$ cat config.mk
export PLATFORM = sky130hd
export DESIGN_NAME = mos_req_sched
export DESIGN_NICKNAME = d
export VERILOG_FILES = /design/src/rtl/mos_req_sched.sv
export SDC_FILE = /design/constraint.sdc
export NUM_CORES = 1
export LEC_CHECK = 0
export BUFFER_PORTS_ARGS = -buffer_cell sky130_fd_sc_hd__buf_2
export CORE_UTILIZATION = 45
export DETAILED_ROUTE_END_ITERATION = 10
export PLACE_DENSITY = 0.66
export SYNTH_ARGS = -nofsm -noshare
export SYNTH_HDL_FRONTEND = slang
export SYNTH_SLANG_ARGS = --single-unit
$ cat constraint.sdc
create_clock -name clk -period 3.9 [get_ports clk]
set_input_delay 1.17 -clock clk [delete_from_list [all_inputs] [get_ports clk]]
set_output_delay 1.17 -clock clk [all_outputs]
set_load 0.1 [all_outputs]
$ cat src/rtl/mos_req_sched.sv
// mos_req_sched: round-robin scheduler that shares one MOS switch controller
// among NREQ requesters. Each grant runs a single transaction: mos_val is
// latched at grant, mos_req is raised, the first mos_ack after a blanking
// window completes it, and an optional watchdog ends it if no ack arrives.
//
// Ports
//   clk, rst     clock; asynchronous active-high reset
//   req_vec      per-requester request level, held until its done/err pulse
//   val_vec      per-requester requested MOS state, sampled at grant
//   done_vec     one-cycle pulse: requester i's transaction acknowledged
//   err_vec      one-cycle pulse: requester i's transaction timed out
//   mos_req      request level to the MOS controller
//   mos_val      MOS state to the controller, stable for the transaction
//   mos_ack      ack pulse from the MOS controller
//   reg_timeout  watchdog limit in WAIT_ACK cycles; 0 disables the watchdog
//   busy         high whenever the scheduler is not idle
//   grant_id     index of the current/last granted requester
module mos_req_sched #(
  parameter int NREQ  = 4,
  parameter int BLANK = 4,
  parameter int GAP   = 2
) (
  input  logic            clk,
  input  logic            rst,
  input  logic [NREQ-1:0] req_vec,
  input  logic [NREQ-1:0] val_vec,
  output logic [NREQ-1:0] done_vec,
  output logic [NREQ-1:0] err_vec,
  output logic            mos_req,
  output logic            mos_val,
  input  logic            mos_ack,
  input  logic [15:0]     reg_timeout,
  output logic            busy,
  output logic [2:0]      grant_id
);

  localparam int unsigned NR = NREQ;
  localparam int IW   = (NREQ > 1) ? $clog2(NREQ) : 1;
  localparam int CMAX = (BLANK > GAP) ? BLANK : GAP;
  localparam int CW   = $clog2(CMAX + 1);

  typedef enum logic [1:0] {
    ST_IDLE,
    ST_REQ,
    ST_WAIT,
    ST_GAP
  } state_t;

  state_t          state, state_n;
  logic [CW-1:0]   cnt;
  logic [15:0]     wd;
  logic [IW-1:0]   ptr;
  logic [IW-1:0]   g_q;
  logic [IW-1:0]   pick;
  logic            found;
  logic            to_hit;
  int unsigned     idx;

  assign busy     = (state != ST_IDLE);
  assign grant_id = 3'(g_q);

  // First requesting index at or after ptr, scanning cyclically.
  always_comb begin
    found = 1'b0;
    pick  = '0;
    idx   = 0;
    for (int unsigned k = 0; k < NR; k++) begin
      idx = 32'(ptr) + k;
      if (idx >= NR) idx = idx - NR;
      if (!found && req_vec[IW'(idx)]) begin
        found = 1'b1;
        pick  = IW'(idx);
      end
    end
  end

  // Ack takes priority over an expiring watchdog in the same cycle.
  assign to_hit = (state == ST_WAIT) && !mos_ack && (reg_timeout != '0) &&
                  (wd >= reg_timeout - 16'd1);

  always_ff @(posedge clk or posedge rst) begin
    if (rst) state <= ST_IDLE;
    else     state <= state_n;
  end

  // REQ lasts BLANK+1 cycles: the first cycle registers mos_req, the next
  // BLANK cycles are the blanking window with mos_req already high.
  always_comb begin
    state_n = state;
    case (state)
      ST_IDLE: if (found)                   state_n = ST_REQ;
      ST_REQ:  if (cnt == CW'(BLANK))       state_n = ST_WAIT;
      ST_WAIT: if (mos_ack || to_hit)       state_n = ST_GAP;
      ST_GAP:  if (cnt == CW'(GAP - 1))     state_n = ST_IDLE;
      default:                              state_n = ST_IDLE;
    endcase
  end

  always_ff @(posedge clk or posedge rst) begin
    if (rst) begin
      cnt      <= '0;
      wd       <= '0;
      ptr      <= '0;
      g_q      <= '0;
      mos_val  <= 1'b0;
      mos_req  <= 1'b0;
      done_vec <= '0;
      err_vec  <= '0;
    end else begin
      done_vec <= '0;
      err_vec  <= '0;

      // mos_req follows the FSM one cycle behind grant and drops on the
      // same edge that issues the done/err pulse.
      mos_req <= ((state == ST_REQ) && (state_n == ST_REQ)) || (state_n == ST_WAIT);

      if (state_n != state)                         cnt <= '0;
      else if (state == ST_REQ || state == ST_GAP)  cnt <= cnt + 1'b1;

      // Held at zero outside WAIT_ACK, so it starts cleared on entry.
      if (state != ST_WAIT)  wd <= '0;
      else if (wd != '1)     wd <= wd + 16'd1;

      if (state == ST_IDLE && found) begin
        g_q     <= pick;
        mos_val <= val_vec[pick];
      end

      if (state == ST_WAIT && mos_ack) done_vec <= NREQ'(1'b1) << g_q;
      else if (to_hit)                 err_vec  <= NREQ'(1'b1) << g_q;

      if (state == ST_GAP && state_n == ST_IDLE)
        ptr <= (g_q == IW'(NREQ - 1)) ? '0 : g_q + 1'b1;
    end
  end

endmodule

==> results.tsv, run 1 <==
stage	metric	value	unit
outcome	status	completed	
die	Chip Height	77.0	um
critical_path	crit start category	primary input	
critical_path	Setup CP Type	primary input to flip-flop	
yosys	Synth cell types	54	
yosys	Synth area leader	dfrtp_1	
die	Die ar.	0.00593	sq mm
critical_path	Worst Setup End Kind	flip-flop	
place	dpl hpwl	3.91	mm
yosys	EDFF count, synth	0	
cells_and_area	Finished Core Util	54.9	%
power	P per Cell Area	447	mW/mm^2
critical_path	r2r startpoint	wd[0]	
critical_path	worst-path maximum fanout	9	
die	Chip Width	77.0	um
clocking	setup repair bufs after CTS	0	
timing	crit path time final	3.68	ns
yosys	area share of fa/ha/maj cells after synthesis	12.3	%
clocking	Post-CTS Resized	0	
cells_and_area	ANT cells	0	
routing	Post-DRT Antenna Nets	0	
yosys	Yosys warnings	0	
flow_run	max cap viols	0	
routing	Post-Route WL	5.15	mm
critical_path	Reg-to-Reg End	cnt[0]	
global_routing	via count of the first global-routing pass	1954	
routing	via density per instance	5.40	
global_routing	first-pass GRT wire length	8.99	mm
routing	via count	2058	
critical_path	Reg2Reg Setup Slack	1.56	ns
global_routing	Total GRT Usage	18.8	%
die	Core ar.	0.00527	sq mm
timing	RSZ-0062 raised after global routing	no	
yosys	dominant cells by area after synthesis	dfrtp_1 35%, ha_1 12%, xnor2_1 6.9%, a21oi_1 3.6%, nor2_1 3.6%	
clocking	CTS sink count	35	
clocking	Clock Pin Slew Worst Setup and Hold Paths	0.07	ns
yosys	top-area cell type share of the netlist area	34.6	%
yosys	Post-synth top flop	dfrtp_1	
place	routability cong.	0.800	
yosys	xor/xnor share of the synthesized area	8.99	%
die	row cnt	26	
routing	First DRT Iteration DRCs	79	
cells_and_area	area grow syn2layout	14.3	%
power	Pwr Total	0.00129	W
yosys	synthesized area per cell	9.45	sq um
timing	Final Max Tran Viols	0	
global_routing	largest net degree at the start of global routing	36	
yosys	share of the yosys chip area belonging to registers	34.6	%
clocking	CTS tree	built	
clocking	Clock Path Buffers	2	
global_routing	GR Layer Usage met3	3.21	%
critical_path	WP data arrival	3.84	ns
die	initial core utilization	48.1	%
cells_and_area	filler cell count	504	
die	Ports	41	
timing	Worst Skew	0.00501	ns
hold_path	hold depth	1	
timing	final setup fails	0	
critical_path	CP Capture Point	cnt[0]	
routing	DR WL/cell	13.5	um
cells_and_area	Final nets	362	
place	IO buf count	39	
timing	fmax	272	MHz
yosys	Cell Area, Synth	0.00253	sq mm
yosys	mux cell area share after synthesis	1.73	%
clocking	H-tree depth	2	
power	Worst VDD drop	0.331	mV
clocking	TritonCTS buffer count	5	
critical_path	worst r2r path cells	7	
global_routing	most used routing layer	met2	
clocking	clock root buffer	clkbuf_8	
timing	Worst Max-Slew Pin Slew	0.696	ns
routing	drt first pass iters	4	
hold_path	Worst Hold Class	flip-flop to flip-flop	
critical_path	Req. time, crit path	4.05	ns
global_routing	grt ovf	0	
yosys	Async SR Flop Fraction	100	%
routing	DRC	0	
yosys	Syn Nets	320	
cells_and_area	layout cell share with drive strength beyond 1	22.2	%
global_routing	met2 Use GR	29.4	%
yosys	FF+latch count, synth	35	
clocking	# hold bufs at CTS	0	
timing	crit share post-route	94.4	%
timing	Slew HR	53.6	%
global_routing	routing usage on met1	27.1	%
yosys	Post-Syn Instances	268	
yosys	Synth Area in Simple Gates	22.4	%
timing	Hold Fails Final Rpt	0	
yosys	Synth Area in Compound Gates	16.0	%
power	Lkg Pwr	1.29	nW
clocking	insertion delay to the later sink of the worst-skew pair	0.28	ns
yosys	largest family of logic cells by synthesized area	simple AND/OR/NAND/NOR gates	
global_routing	initial antenna violation count	0	
critical_path	Crit. Startpoint	reg_timeout[2]	
layout by cell type, fill, tap and decap left out, types with 3 or more instances in the layout:
cell type / synthesis / final
nand4_1: 3 / 3
nand3_1: 5 / 5
nand2_1: 21 / 21
nor3_1: 5 / 5
ha_1: 25 / 25
buf_4: 1 / 4
clkbuf_8: 0 / 5
and2_1: 8 / 8
buf_2: 2 / 39
and3_1: 5 / 5
o21ai_0: 9 / 9
xor2_1: 6 / 6
or3_1: 3 / 3
nor2b_1: 4 / 4
nor2_1: 24 / 24
dfrtp_1: 35 / 35
xnor2_1: 20 / 20
inv_1: 16 / 16
nand2b_1: 5 / 5
a211oi_1: 3 / 3
a21oi_1: 18 / 18
and4_1: 3 / 3
cell usage after synthesis, types with 2 or more instances:
cell / count
a2111oi_2: 2
a211oi_1: 3
a211oi_2: 2
a21oi_1: 18
a311oi_1: 2
a31oi_1: 2
and2_1: 8
and3_1: 5
and4_1: 3
buf_2: 2
clkbuf_1: 5
dfrtp_1: 35
ha_1: 25
inv_1: 16
nand2_1: 21
nand2b_1: 5
nand3_1: 5
nand3b_1: 2
nand4_1: 3
nand4_2: 2
nor2_1: 24
nor2b_1: 4
nor3_1: 5
nor4_1: 2
o2111ai_1: 2
o21ai_0: 9
o21ai_1: 2
o31ai_2: 2
or3_1: 3
xnor2_1: 20
xor2_1: 6
final cells by class:
cell class / instances / area [sq um] / area share [%]
Multi-Input combinational cell: 209 / 1560 / 53.9
Sequential cell: 35 / 876 / 30.3
Timing Repair Buffer: 43 / 225 / 7.78
Tap cell: 70 / 87.6 / 3.03
Clock buffer: 6 / 72.6 / 2.51
Inverter: 16 / 60.1 / 2.07
Clock inverter: 2 / 12.5 / 0.432
flip-flops by register name, indices dropped and copies added (netlist names):
register	cells
cnt	3
done_vec	4
err_vec	4
g_q	2
mos_req	1
mos_val	1
ptr	2
state	2
wd	16
cells by family (layout without fill, tap and decap cells):
kind of cell	after synthesis	after routing
other	1	1
XOR/XNOR	26	26
AO/OA/AOI/OAI	53	53
adder cells (fa/ha/maj)	25	25
buffers and inverters	24	67
AND/OR/NAND/NOR	101	101
flip-flops	35	35
multiplexers	3	3
where the power goes:
group | switching, W | leakage (nW) | total (W) | internal (W)
Clock | 0.000137 | 0.0412 | 0.000262 | 0.000125
Combinational | 0.000368 | 0.780 | 0.000541 | 0.000173
Sequential | 0.0000737 | 0.470 | 0.000490 | 0.000417
critical path: stages:
cell and delay (ns):
buf_2 0.13, or3_1 0.39, nor3_2 0.15, nand3_1 0.18, nor3_1 0.22, xnor2_1 0.10
ha_1 0.30, nand4_1 0.16, nor3_1 0.36, nand3b_1 0.18, a31oi_4 0.37, o32ai_2 0.14
routing by layer:
metal,up-vias,routed length [um],share of wire (%)
met4,0,45,0.87
li1,1036,-,-
met2,37,2360,46
met5,-,0,0
met1,979,2600,50
met3,6,151,2.9
through the flow:
step	std cells	setup TNS, ns	hold WS (ns)	worst slack, ns	instance area (sq um)
global placement	373	0	0.491	0.0607	2810
CTS	381	0	0.520	0.201	2900
floorplan	268	0	0.515	0.325	2530
finish	381	0	0.514	0.218	2900
global route	381	0	0.546	0.00681	2900
detailed placement	373	-0.522	0.503	-0.0881	2810
worst min path at each step:
stage,startpoint,endpoint,slack (ns)
2_1_floorplan,cnt[0],cnt[0],0.51
3_3_place_gp,mos_val,mos_val,0.49
3_5_place_dp,mos_val,mos_val,0.50
4_1_cts,mos_val,mos_val,0.52
5_1_grt,mos_val,mos_val,0.55
6_report,mos_val,mos_val,0.51
Note: power is estimated with default switching activity, not from simulation.
==> run 2: changes to the inputs <==
- GPL_ROUTABILITY_DRIVEN: unset -> 0
- GPL_TIMING_DRIVEN: unset -> 0
==> results.tsv, run 2 (same netlist as run 1, synthesis figures left out) <==
stage	metric	value	unit	change
cells_and_area	biggest regs	wd x16, done_vec x4, err_vec x4		
timing	Slew HR	51.8	%	-1.8 points
timing	Hold Fails Final Rpt	0		unchanged
cells_and_area	fin cells	386		+1.3%
timing	Final Max Tran Viols	0		unchanged
clocking	TritonCTS buffer count	5		unchanged
die	Chip Height	77.0	um	unchanged
critical_path	Setup CP Type	primary input to flip-flop		
die	row cnt	26		unchanged
critical_path	WP buf/inv	2		+1
global_routing	first-pass GRT wire length	8.56	mm	-4.8%
cells_and_area	layout cell share with drive strength beyond 1	22.5	%	+0.28 points
critical_path	Worst Setup End Kind	flip-flop		
clocking	CTS sink count	35		unchanged
critical_path	crit-path cells	buf_2 > or3_1 > nor3_2 > nand3_1 > nor3_1 > xnor2_1 > ha_1 > nand4_1 > nor3_1 > nand3b_1 > a31oi_4 > buf_12 > o32ai_2		
place	IO buf count	39		unchanged
cells_and_area	multi-input logic area	0.00156	sq mm	unchanged
cells_and_area	most common cell after layout, fill and taps aside	buf_2		
cells_and_area	filler cell count	500		-0.79%
global_routing	via count of the first global-routing pass	1916		-1.9%
die	Ports	41		unchanged
timing	crit share post-route	94.6	%	+0.18 points
routing	First DRT Iteration DRCs	114		+44%
timing	fmax	271	MHz	-0.19%
cells_and_area	Final nets	367		+1.4%
clocking	Clock Pin Slew Worst Setup and Hold Paths	0.07	ns	about the same
clocking	insertion delay to the later sink of the worst-skew pair	0.29	ns	about the same
power	Reg power frac	34.4	%	-3.5 points
clocking	Clock Path Buffers	2		unchanged
clocking	CTS tree	built		
critical_path	Top cell by count, worst path	nor3_1		
critical_path	crit start category	primary input		
power	P per Cell Area	458	mW/mm^2	+2.5%
power	internal power contribution	0.000781	W	+9.4%
cells_and_area	largest reg by FF count	wd		
timing	crit path time final	3.69	ns	+0.00687 ns
power	Switching Power	0.000569	W	-1.7%
power	clock share of power	24.1	%	+3.9 points
global_routing	initial antenna violation count	0		unchanged
critical_path	CP max stage delay	0.39	ns	about the same
power	Lkg Pwr	1.32	nW	+2.1%
cells_and_area	area grow syn2layout	16.4	%	
die	Die ar.	0.00593	sq mm	unchanged
cells_and_area	Finished Core Util	56.0	%	+1.0 points
power	Sw Share	42.1	%	-2.6 points
die	initial core utilization	48.1	%	unchanged
critical_path	Crit-path slowest cell	or3_1		
critical_path	WP data arrival	3.84	ns	about the same
routing	DRC	0		unchanged
routing	via density per instance	5.25		-2.9%
place	dpl hpwl	3.83	mm	-2.1%
place	placed insts	377		+1.1%
die	Chip Width	77.0	um	unchanged
global_routing	Total GRT Usage	18.1	%	-0.64 points
clocking	clock root buffer	clkbuf_8		
global_routing	largest net degree at the start of global routing	36		unchanged
timing	Worst Skew	0.00776	ns	+0.00275 ns
power	Worst VDD drop	0.348	mV	+5.3%
cells_and_area	commonest cells after routing, fill and taps aside	41 x buf_2, 35 x dfrtp_1, 25 x ha_1, 24 x nor2_1, 21 x nand2_1		
power	combinational share of power	41.5	%	-0.3 points
critical_path	top cell family by delay on the critical path	simple AND/OR/NAND/NOR gates		
outcome	status	completed		
routing	drt first pass iters	4		unchanged
critical_path	worst-path maximum fanout	9		unchanged
timing	final setup fails	0		unchanged
timing	Worst Max-Slew Pin Slew	0.722	ns	+0.0260 ns
routing	via count	2025		-1.6%
clocking	H-tree depth	2		unchanged
hold_path	Worst Hold Class	flip-flop to flip-flop		
die	Core ar.	0.00527	sq mm	unchanged
cells_and_area	number of flip-flops in the largest register	16		unchanged
global_routing	grt ovf	0		unchanged
critical_path	Req. time, crit path	4.05	ns	about the same
routing	Post-Route WL	4.95	mm	-3.9%
flow_run	max cap viols	0		unchanged
cells_and_area	Storage cell area	876	sq um	unchanged
routing	DR WL/cell	12.8	um	-5.2%
routing	Post-DRT Antenna Nets	0		unchanged
timing	RSZ-0062 raised after global routing	no		
cells_and_area	ANT cells	0		unchanged
## run 2: changes by cell type in the layout (fill, tap and decap cells not counted), sizes merged
cell      previous run  this run
bufinv               0         1
clkinvlp             1         0
clkinv               1         2
clkbuf               6        10
## run 2: path summary, 6_finish.rpt
check | from | endpoint | slack [ns] | depth (start not counted)
worst max-delay path | reg_timeout[2] | cnt[0] | 0.21 | 13
worst min-delay path | mos_val | mos_val | 0.50 | 1
worst max register to register | wd[0] | cnt[0] | 1.55 | 8
worst min register to register | mos_val | mos_val | 0.50 | 1
max in group asynchronous | rst | done_vec[3] | 2.44 | 2
min in group asynchronous | rst | wd[3] | 1.00 | 2
## run 2: per-stage QoR
stage	total power [W]	TNS, ns	hold slack, ns	instance area [sq um]	setup slack (ns)
after floorplan	0.000922	0	0.515	2530	0.325
after global placement	0.00103	-1.32	0.488	2820	-0.179
after detailed placement	0.00104	-1.55	0.492	2820	-0.210
after CTS	0.00137	0	0.508	2930	0.104
after global routing	0.00145	0	0.546	2950	0.0156
final	0.00135	0	0.502	2950	0.211
## run 2: power by group through the flow
stage	sequential [W]	combinational [W]	clock (W)
finish	0.000465	0.000560	0.000325
global route	0.000474	0.000620	0.000355
detailed placement	0.000472	0.000564	0
CTS	0.000465	0.000565	0.000337
global placement	0.000470	0.000560	0
floorplan	0.000601	0.000320	0
## run 2: final cells by class
cell class,instances,share of cell area [%]
repair buffers,40,7.30
flip-flops and latches,35,29.7
well taps,70,2.97
clock inverters,3,1.48
multi-input cells,209,52.9
inverters,16,2.04
plain buffers,8,1.23
clock buffers,5,2.33
## run 2: repair_timing
action,in CTS,in global routing
gates resized for setup,0,0
setup endpoints to repair,0,9
hold buffers,0,0
buffers inserted,0,1
## run 2: metal layers
layer	part of all wire (%)	track usage [%]	vias up
li1	-	-	1046
met1	50	24.2	944
met2	46	29.1	31
met3	3.1	3.69	4
met4	0.61	6.23	0
met5	0	0	-
## run 2: worst register-to-register path: cells and delay by family, from the launching register on
family	cells	cell delay (ns)
AOI/OAI and AO/OA	3	0.95
and+or+nand+nor	2	0.38
buffers and inverters	2	0.25
adders and majority gates	1	0.27
DFF	1	0.41
